## config.mk

```make
export PLATFORM = sky130hd
export DESIGN_NAME = mprj_io_serial_loader
export DESIGN_NICKNAME = d
export VERILOG_FILES = /design/src/rtl/mprj_io_serial_loader.sv
export SDC_FILE = /design/constraint.sdc
export NUM_CORES = 2
export LEC_CHECK = 0
export CAP_MARGIN = 20
export CORE_ASPECT_RATIO = 1.25
export CORE_MARGIN = 2
export CORE_UTILIZATION = 40
export DETAILED_ROUTE_END_ITERATION = 10
export PLACE_DENSITY = 0.52
export SKIP_CTS_REPAIR_TIMING = 1
export SLEW_MARGIN = 20
export SYNTH_ARGS = -nofsm -noshare
export SYNTH_HDL_FRONTEND = slang
export SYNTH_SLANG_ARGS = --single-unit
```

## constraint.sdc

```tcl
create_clock -name clk -period 3.33 [get_ports clk]
set_input_delay 0.666 -clock clk [delete_from_list [all_inputs] [get_ports clk]]
set_output_delay 0.666 -clock clk [all_outputs]
set_load 0.05 [all_outputs]
```

## src/rtl/mprj_io_serial_loader.sv

```systemverilog
// mprj_io_serial_loader
// Management-side transmitter for the two daisy-chained user-project GPIO
// configuration chains. Holds one CFG_BITS word per pad and, on start,
// shifts every word MSB-first into both chains in lockstep, then pulses
// serial_load so the pads latch their new configuration.
//
// Optional build macro: MPRJ_IO_SERIAL_LOADER_AUTOSTART_EN
//   When defined, one transfer fires by itself right after reset release
//   (once serial_resetn has been high for a cycle), so the pads receive
//   CFG_INIT without any software action.

module mprj_io_serial_loader #(
    parameter int                     NUM_IO_CHAIN = 19,
    parameter int                     CFG_BITS     = 13,
    parameter int                     CLK_DIV      = 2,
    parameter logic [CFG_BITS-1:0]    CFG_INIT     = 13'h0403,
    parameter int                     ADDR_W       = 6
) (
    input  logic                clk,
    input  logic                resetn,
    input  logic                cfg_we,
    input  logic [ADDR_W-1:0]   cfg_addr,
    input  logic [CFG_BITS-1:0] cfg_wdata,
    input  logic                start,
    output logic                busy,
    output logic                done,
    output logic                serial_clock,
    output logic                serial_load,
    output logic                serial_resetn,
    output logic                serial_data_1,
    output logic                serial_data_2
);

    localparam int NUM_ENT = 2 * NUM_IO_CHAIN;
    localparam int B       = NUM_IO_CHAIN * CFG_BITS;
    localparam int CNT_W   = $clog2(B + 1);
    localparam int DIV_W   = $clog2(CLK_DIV + 1);

    typedef enum logic [2:0] {
        IDLE,
        SHIFT_LO,
        SHIFT_HI,
        LOAD,
        FINISH
    } state_t;

    state_t              state_q;
    logic [DIV_W-1:0]    div_q;
    logic [DIV_W-1:0]    div_d;
    logic [CNT_W-1:0]    bit_cnt_q;
    logic [CNT_W-1:0]    bit_cnt_d;
    logic [B-1:0]        sr1_q;
    logic [B-1:0]        sr2_q;
    logic [B-1:0]        snap1;
    logic [B-1:0]        snap2;
    logic                busy_q;
    logic                done_q;
    logic                sclk_q;
    logic                load_q;
    logic                data1_q;
    logic                data2_q;
    logic                srst_q;
    logic                div_last;
    logic                last_bit;
    logic                cfg_wr;
    logic                start_int;
    logic [CFG_BITS-1:0] cfg_q [NUM_ENT];

    // Configuration writes are dropped for out-of-range addresses and while
    // a transfer is running, so the snapshot being shifted never changes.
    assign cfg_wr = cfg_we && !busy_q && (cfg_addr < ADDR_W'(NUM_ENT));

    // Divider and bit counter helpers.
    assign div_last  = (div_q == DIV_W'(CLK_DIV - 1));
    assign div_d     = div_q + DIV_W'(1);
    assign bit_cnt_d = bit_cnt_q + CNT_W'(1);
    assign last_bit  = (bit_cnt_d == CNT_W'(B));

`ifdef MPRJ_IO_SERIAL_LOADER_AUTOSTART_EN
    logic auto_q;

    // One-shot internal start, armed by reset, fired the cycle after the
    // chains come out of reset.
    always_ff @(posedge clk or negedge resetn) begin
        if (!resetn) begin
            auto_q <= 1'b1;
        end else if (auto_q && srst_q) begin
            auto_q <= 1'b0;
        end
    end

    assign start_int = start | (auto_q & srst_q);
`else
    assign start_int = start;
`endif

    // Snapshot layout: slot 0 (shifted first) sits in the top bits.
    // Chain 1 runs entry N-1 down to 0; chain 2 runs entry N up to 2N-1.
    for (genvar j = 0; j < NUM_IO_CHAIN; j++) begin : g_snap
        assign snap1[(NUM_IO_CHAIN-j)*CFG_BITS-1 -: CFG_BITS] = cfg_q[NUM_IO_CHAIN-1-j];
        assign snap2[(NUM_IO_CHAIN-j)*CFG_BITS-1 -: CFG_BITS] = cfg_q[NUM_IO_CHAIN+j];
    end

    // Configuration entry storage.
    always_ff @(posedge clk or negedge resetn) begin
        if (!resetn) begin
            for (int i = 0; i < NUM_ENT; i++) begin
                cfg_q[i] <= CFG_INIT;
            end
        end else if (cfg_wr) begin
            for (int i = 0; i < NUM_ENT; i++) begin
                if (cfg_addr == ADDR_W'(i)) begin
                    cfg_q[i] <= cfg_wdata;
                end
            end
        end
    end

    // Chain reset is held low during reset and released on the first edge.
    always_ff @(posedge clk or negedge resetn) begin
        if (!resetn) begin
            srst_q <= 1'b0;
        end else begin
            srst_q <= 1'b1;
        end
    end

    // Transfer FSM; every serial output is a register set on the transition
    // into the state that owns it, so outputs are glitch-free.
    always_ff @(posedge clk or negedge resetn) begin
        if (!resetn) begin
            state_q   <= IDLE;
            div_q     <= '0;
            bit_cnt_q <= '0;
            sr1_q     <= '0;
            sr2_q     <= '0;
            busy_q    <= 1'b0;
            done_q    <= 1'b0;
            sclk_q    <= 1'b0;
            load_q    <= 1'b0;
            data1_q   <= 1'b0;
            data2_q   <= 1'b0;
        end else begin
            case (state_q)
                IDLE: begin
                    done_q <= 1'b0;
                    if (start_int) begin
                        state_q   <= SHIFT_LO;
                        busy_q    <= 1'b1;
                        div_q     <= '0;
                        bit_cnt_q <= '0;
                        sr1_q     <= snap1;
                        sr2_q     <= snap2;
                        data1_q   <= snap1[B-1];
                        data2_q   <= snap2[B-1];
                        sclk_q    <= 1'b0;
                    end
                end
                SHIFT_LO: begin
                    if (div_last) begin
                        div_q   <= '0;
                        sclk_q  <= 1'b1;
                        state_q <= SHIFT_HI;
                    end else begin
                        div_q <= div_d;
                    end
                end
                SHIFT_HI: begin
                    if (div_last) begin
                        div_q     <= '0;
                        sclk_q    <= 1'b0;
                        bit_cnt_q <= bit_cnt_d;
                        if (last_bit) begin
                            // All bits out: park data low and latch the chains.
                            state_q <= LOAD;
                            data1_q <= 1'b0;
                            data2_q <= 1'b0;
                            load_q  <= 1'b1;
                        end else begin
                            // Data only moves together with the falling clock.
                            state_q <= SHIFT_LO;
                            sr1_q   <= {sr1_q[B-2:0], 1'b0};
                            sr2_q   <= {sr2_q[B-2:0], 1'b0};
                            data1_q <= sr1_q[B-2];
                            data2_q <= sr2_q[B-2];
                        end
                    end else begin
                        div_q <= div_d;
                    end
                end
                LOAD: begin
                    if (div_last) begin
                        div_q   <= '0;
                        load_q  <= 1'b0;
                        busy_q  <= 1'b0;
                        done_q  <= 1'b1;
                        state_q <= FINISH;
                    end else begin
                        div_q <= div_d;
                    end
                end
                FINISH: begin
                    done_q  <= 1'b0;
                    state_q <= IDLE;
                end
                default: begin
                    state_q <= IDLE;
                    busy_q  <= 1'b0;
                    done_q  <= 1'b0;
                    sclk_q  <= 1'b0;
                    load_q  <= 1'b0;
                    data1_q <= 1'b0;
                    data2_q <= 1'b0;
                end
            endcase
        end
    end

    assign busy          = busy_q;
    assign done          = done_q;
    assign serial_clock  = sclk_q;
    assign serial_load   = load_q;
    assign serial_resetn = srst_q;
    assign serial_data_1 = data1_q;
    assign serial_data_2 = data2_q;

endmodule

```

== After elaboration in Yosys (flattened, before gate mapping) ==
Cells that the tools add are included.

* Add/subtract/negate cells: 2
* Magnitude comparators: 1
* Equal/unequal tests: 49
* Muxes and demuxes: 38
* Bitwise logic cells: 5
* Reductions and logical operators: 60

{| class="wikitable"
|+ Operators by type and width
! kind !! count
|-
| 2-to-1 mux 246 bit || 6
|-
| case mux 246 bit (2 select lines) || 2
|-
| equality test 6 x 5 -> 1 bit, second input constant || 16
|-
| AND reduction 2 bit || 40
|-
| equality test 6 x 4 -> 1 bit, second input constant || 8
|-
| equality test 6 bit, second input constant || 6
|-
| equality test 6 x 3 -> 1 bit, second input constant || 4
|-
| 2-to-1 mux 8 bit || 2
|-
| case mux 8 bit (2 select lines) || 1
|-
| AND reduction 4 bit || 4
|-
| equality test 6 x 2 -> 1 bit, second input constant || 2
|-
| 2-to-1 mux 1 bit || 12
|-
| 2-to-1 mux 3 bit || 4
|-
| != test 2 bit, second input constant || 6
|-
| case mux 1 bit (3 select lines) || 4
|-
| case mux 3 bit (4 select lines) || 1
|-
| OR reduction 3 bit || 4
|-
| AND reduction 3 bit || 3
|-
| adder 8 x 1 -> 8 bit, second input constant || 1
|-
| equality test 8 bit, second input constant || 1
|-
| equality test 3 x 2 -> 1 bit, second input constant || 2
|-
| equality test 6 x 1 -> 1 bit, second input constant || 1
|-
| logical NOT 6 bit || 1
|-
| less-than comparator 6 bit, second input constant || 1
|-
| other kinds (14) || 23
|}

* Bits in registers: 1006
* Input bits: 23
* Output and inout port bits: 7
* Logic and storage cells: 205

== Logic depth before layout (Yosys ltp) ==
* Depth in word-level cells: 5
* Mapped depth: 11
* Depth with buffers taken out: 8

== Worst setup path before layout ==
OpenSTA, ideal clock, no wires.

* Kind: register -> register
* From: reg bit_cnt_q[0]
* To: reg sr1_q[100]
* Library setup time: 125 ps
* Data arrival time: 2431 ps
* Path slack: 774 ps
* Cell stages (with the launch flop): 12
* Path buffers: 4
* Clock period less this slack: 2556 ps
* Cell sequence: dfrtp_1 ha_1 buf_2 nand2b_1 or3_1 o311ai_1 o211a_4 o21a_4 buf_6 buf_12 buf_12 mux2_4

* Cells in the longest elaborated chain, start to end: 4

{| class="wikitable"
|+ Ends and longest elaborated chain
! what !! line !! text
|-
| from (decl) || 50 || <nowiki>logic [CNT_W-1:0] bit_cnt_q;</nowiki>
|-
| from (signal assigned) || 172 || <nowiki>bit_cnt_q <= bit_cnt_d;</nowiki>
|-
| adder 8 x 1 -> 8 bit || 76 || <nowiki>assign bit_cnt_d = bit_cnt_q + CNT_W'(1);</nowiki>
|-
| equality test 8 bit || 77 || <nowiki>assign last_bit = (bit_cnt_d == CNT_W'(B));</nowiki>
|-
| != test 2 bit (no line) || - ||
|-
| AND reduction 4 bit (no line) || - ||
|-
| to (signal assigned) || 152 || <nowiki>sr1_q <= snap1;</nowiki>
|-
| to (signal assigned) || 182 || <nowiki>sr1_q <= {sr1_q[B-2:0], 1'b0};</nowiki>
|-
| to (decl) || 52 || <nowiki>logic [B-1:0] sr1_q;</nowiki>
|}

Every way passes these cells.
A chain may end at the register's enable or synchronous reset.

== Worst setup path in the final report ==
* From: reg bit_cnt_q[0]
* To: reg sr1_q[154]

Same word-level chain as after synthesis.

==> impl_metrics.py <==
metrics = {
    "outcome": {
        "status": "finished, violations left",
        "violations": "design-rule violations",
    },
    "logic_synthesis": {
        "synth_cells": 3899,
        "synth_edf_count": 0,
        "synthFlopType": "dfrtp_1",
        "ys_async_sr_fraction": 1.000,
        "ys_seq_elements": 1006,
        "syn_area_per_cell_um2": 11.47,
        "seq_area_frac_synth": 0.5663,
        "yosys_warnings": 0,
        "netlist_area_mm2": 0.04470,
        "ys_types": 56,
        "synth_nets": 3924,
    },
    "cts": {
        "numCtsBuffers": 105,
        "clkSinkCount": 1006,
        "cts_root_buf": "clkbuf_16",
        "cts_max_path_buffers": 3,
        "cts_tree": "yes",
        "clkSlewWorstSetupHoldPaths_ps": 60,
        "clkLatencyLatePin_ps": 730,
        "htreeDepth": 3,
    },
    "sta": {
        "period_share": 0.8894,
        "timing.fmax_mhz": 337.6,
        "finClkSkew_ps": 63.69,
        "layout_setup_ws_ps": 368.3,
        "drv_slew": 0,
        "hold_viol_final": 0,
        "finalSetupViolCount": 0,
        "worst_slew_pin_slew_ps": 962.2,
        "tns_ps": 0,
        "slew_headroom": 0.3585,
        "min_period_ps": 2962,
        "rsz0062_at_grt": "false",
    },
    "grt": {
        "use_met1": 0.2515,
        "grt_max_degree": 181,
        "grt_pass1_vias": 28690,
        "grtUsageMet3": 0.02916,
        "busiest_layer": "met2",
        "grt_antenna_before_repair": 11,
        "gr-usage-met2": 0.3040,
        "grt_pass1_wl_mm": 164.6,
        "grt_use_total": 0.1843,
        "grt_overflow_total": 0,
    },
    "setup_path": {
        "critPathKind": "reg2reg",
        "end_kind": "register",
        "required_ps": 3920,
        "crit_arrival_ps": 3550,
        "path_max_fanout": 28,
        "startpoint_type": "register",
    },
    "power_and_ir_drop": {
        "combPwrFrac": 0.025,
        "p_sw_frac": 0.2212,
        "clkPwrFrac": 0.489,
        "power.switching_w": 0.005571,
        "intPower_w": 0.01961,
        "ir_drop_uv": 420.9,
        "p_leak_nw": 27.09,
        "p_seq_frac": 0.487,
        "p_per_area_mw_per_mm2": 495.3,
    },
    "hold_path": {
        "min_path_type": "in2async",
    },
    "detailed_routing": {
        "first_pass_iters": 9,
        "wl_per_cell_um": 18.72,
        "drcViolationCount": 15,
        "vias": 27470,
        "viasPerCell": 5.019,
        "final_antenna_net_count": 0,
        "drtIter0Drc": 1702,
        "wl_mm": 102.5,
    },
    "die": {
        "die_w_um": 303.0,
        "die_y_um": 377.8,
        "start_util": 0.4018,
        "row_count": 137,
        "pin_count": 30,
        "die_area_mm2": 0.1145,
        "core_mm2": 0.1112,
    },
    "placed_design": {
        "port_buffers": 29,
        "detailed_place_hpwl_mm": 56.49,
        "routabilityCongestion": 0.7053,
        "pre_cts_slack_ps": 171.3,
    },
    "layout": {
        "area_delta_synth_final_pct": 13.74,
        "final_layout_size_suffix_gt1_frac": 0.3589,
        "fin_nets": 3943,
    },
    "job": {
        "drv_cap": 0,
    },
}
==> per-stage QoR <==
| stage | hold slack [ps] | utilization | power, W | cell area (µm²) | cells |
|---|---|---|---|---|---|
| floorplan | 370.4 | - | 0.01257 | 44700 | 3899 |
| global placement | 471.3 | 0.4236 | 0.01312 | 47130 | 5269 |
| detailed placement | 475.8 | 0.4236 | 0.01312 | 47130 | 5269 |
| CTS | -151.8 | 0.4569 | 0.02561 | 50820 | 5467 |
| global route | 492.6 | 0.4569 | 0.02613 | 50830 | 5468 |
| finish | 481.1 | 0.4571 | 0.02518 | 50850 | 5473 |
==> synth_stat cells (2+ instances only) <==
| master | count | area, µm² |
|---|---|---|
| dfstp_2 | 114 | 2995 |
| nor2b_1 | 2 | 12.51 |
| buf_4 | 48 | 360.4 |
| mux2_4 | 100 | 1501 |
| nand4_1 | 2 | 12.51 |
| nor3_4 | 3 | 48.80 |
| nor2b_2 | 6 | 52.55 |
| nor2_1 | 14 | 52.55 |
| and3_1 | 2 | 12.51 |
| nand3_1 | 4 | 20.02 |
| a21oi_1 | 13 | 65.06 |
| mux2i_1 | 5 | 50.05 |
| nor3_2 | 2 | 20.02 |
| nand2_1 | 1511 | 5672 |
| buf_2 | 18 | 90.09 |
| nand3b_1 | 3 | 22.52 |
| clkbuf_1 | 165 | 619.3 |
| o31ai_1 | 4 | 30.03 |
| mux2_2 | 875 | 9853 |
| nor3_1 | 5 | 25.02 |
| o21ai_0 | 23 | 115.1 |
| ha_1 | 2 | 25.02 |
| mux2_1 | 7 | 78.83 |
| or3_1 | 2 | 12.51 |
| buf_1 | 19 | 71.32 |
| dfrtp_1 | 892 | 22320 |
| buf_12 | 11 | 220.2 |
| buf_6 | 3 | 33.78 |
| nand2b_1 | 9 | 56.30 |
| inv_1 | 7 | 26.28 |
| a22oi_1 | 3 | 22.52 |
==> power groups by stage <==
stage	clock [W]	combinational (W)	sequential, W
floorplan	0	0.0000915	0.0125
global placement	0	0.000653	0.0125
detailed placement	0	0.000652	0.0125
CTS	0.0127	0.000654	0.0123
global route	0.0132	0.000693	0.0122
finish	0.0123	0.000624	0.0123
==> routing by layer <==
layer  share of wire  wire, µm
met5         0.00013        13
met2            0.47     48040
met1            0.47     48440
met4           0.021      2178
met3           0.037      3798
==> path summary, 6_finish.rpt <==
check | startpoint | endpoint | slack [ps] | cells past startpoint
setup / recovery | bit_cnt_q[0] | sr1_q[154] | 370 | 9
hold / removal | resetn | sr2_q[65] | 480 | 2
setup reg to reg | bit_cnt_q[0] | sr1_q[154] | 370 | 9
hold reg to reg | sr1_q[161] | sr1_q[161] | 490 | 1
max in group asynchronous | resetn | sr1_q[9] | 1800 | 3
min in group clk | sr1_q[161] | sr1_q[161] | 490 | 1
==> state kept, by name, indices dropped and copies added (netlist names) <==
register	flops
state_q	3
div_q	2
sr2_q	246
done	1
serial_data_1	1
serial_clock	1
sr1_q	246
serial_resetn	1
busy	1
serial_data_2	1
serial_load	1
bit_cnt_q	8
cfg_q	494
==> final cells by class <==
cell class	instances	area [µm²]
Antenna cell	5	12.51
Inverter	8	30.03
Timing Repair Buffer	176	1989
Clock buffer	169	3249
Clock inverter	29	449.2
Tap cell	1459	1826
Fill cell	10340	60400
Sequential cell	1006	25320
Multi-Input combinational cell	2621	17970
==> cells in the final DEF (no fill, tap or decap), types with 3 or more instances in the layout <==
master and n:
nand2_1 1511, dfrtp_1 892, mux2_2 875, dfstp_2 114, clkbuf_16 106, mux2_4 100
buf_4 95, buf_12 52, clkbuf_8 36, clkbuf_1 27, o21ai_0 23, clkdlybuf4s50_1 15
clkinv_2 14, nor2_1 13, a21oi_1 13, buf_2 12, nand2b_1 9, inv_1 7
mux2_1 7, bufinv_16 7, nor2b_2 6, diode_2 5, nor3_1 5, mux2i_1 5
o31ai_1 4, nand3_1 4, clkinv_16 4, nand3b_1 3, nor3_4 3, a22oi_1 3
==> kinds of logic (layout without fill, tap and decap cells) <==
family                     Yosys count  in the layout  synth area share
AOI/OAI and AO/OA                   54             54          0.007529
xor gates and xnor gates             2              2         0.0003919
adders and majority gates            2              2         0.0005597
buffers and inverters              272            382           0.03188
DFF                               1006           1006            0.5663
muxes                              987            987            0.2569
other                                1              6        0.00008389
and+or+nand+nor                   1575           1575            0.1363
==> critical path, stage by stage, from the launching register on <==
cell and delay (ps):
dfrtp_1 420, ha_1 330, nand2b_1 200, or3_1 340
o311ai_1 110, o211a_4 270, o21a_4 280, buf_12 270
buf_12 250, mux2_2 350
Power figures use the tool's default switching activity.
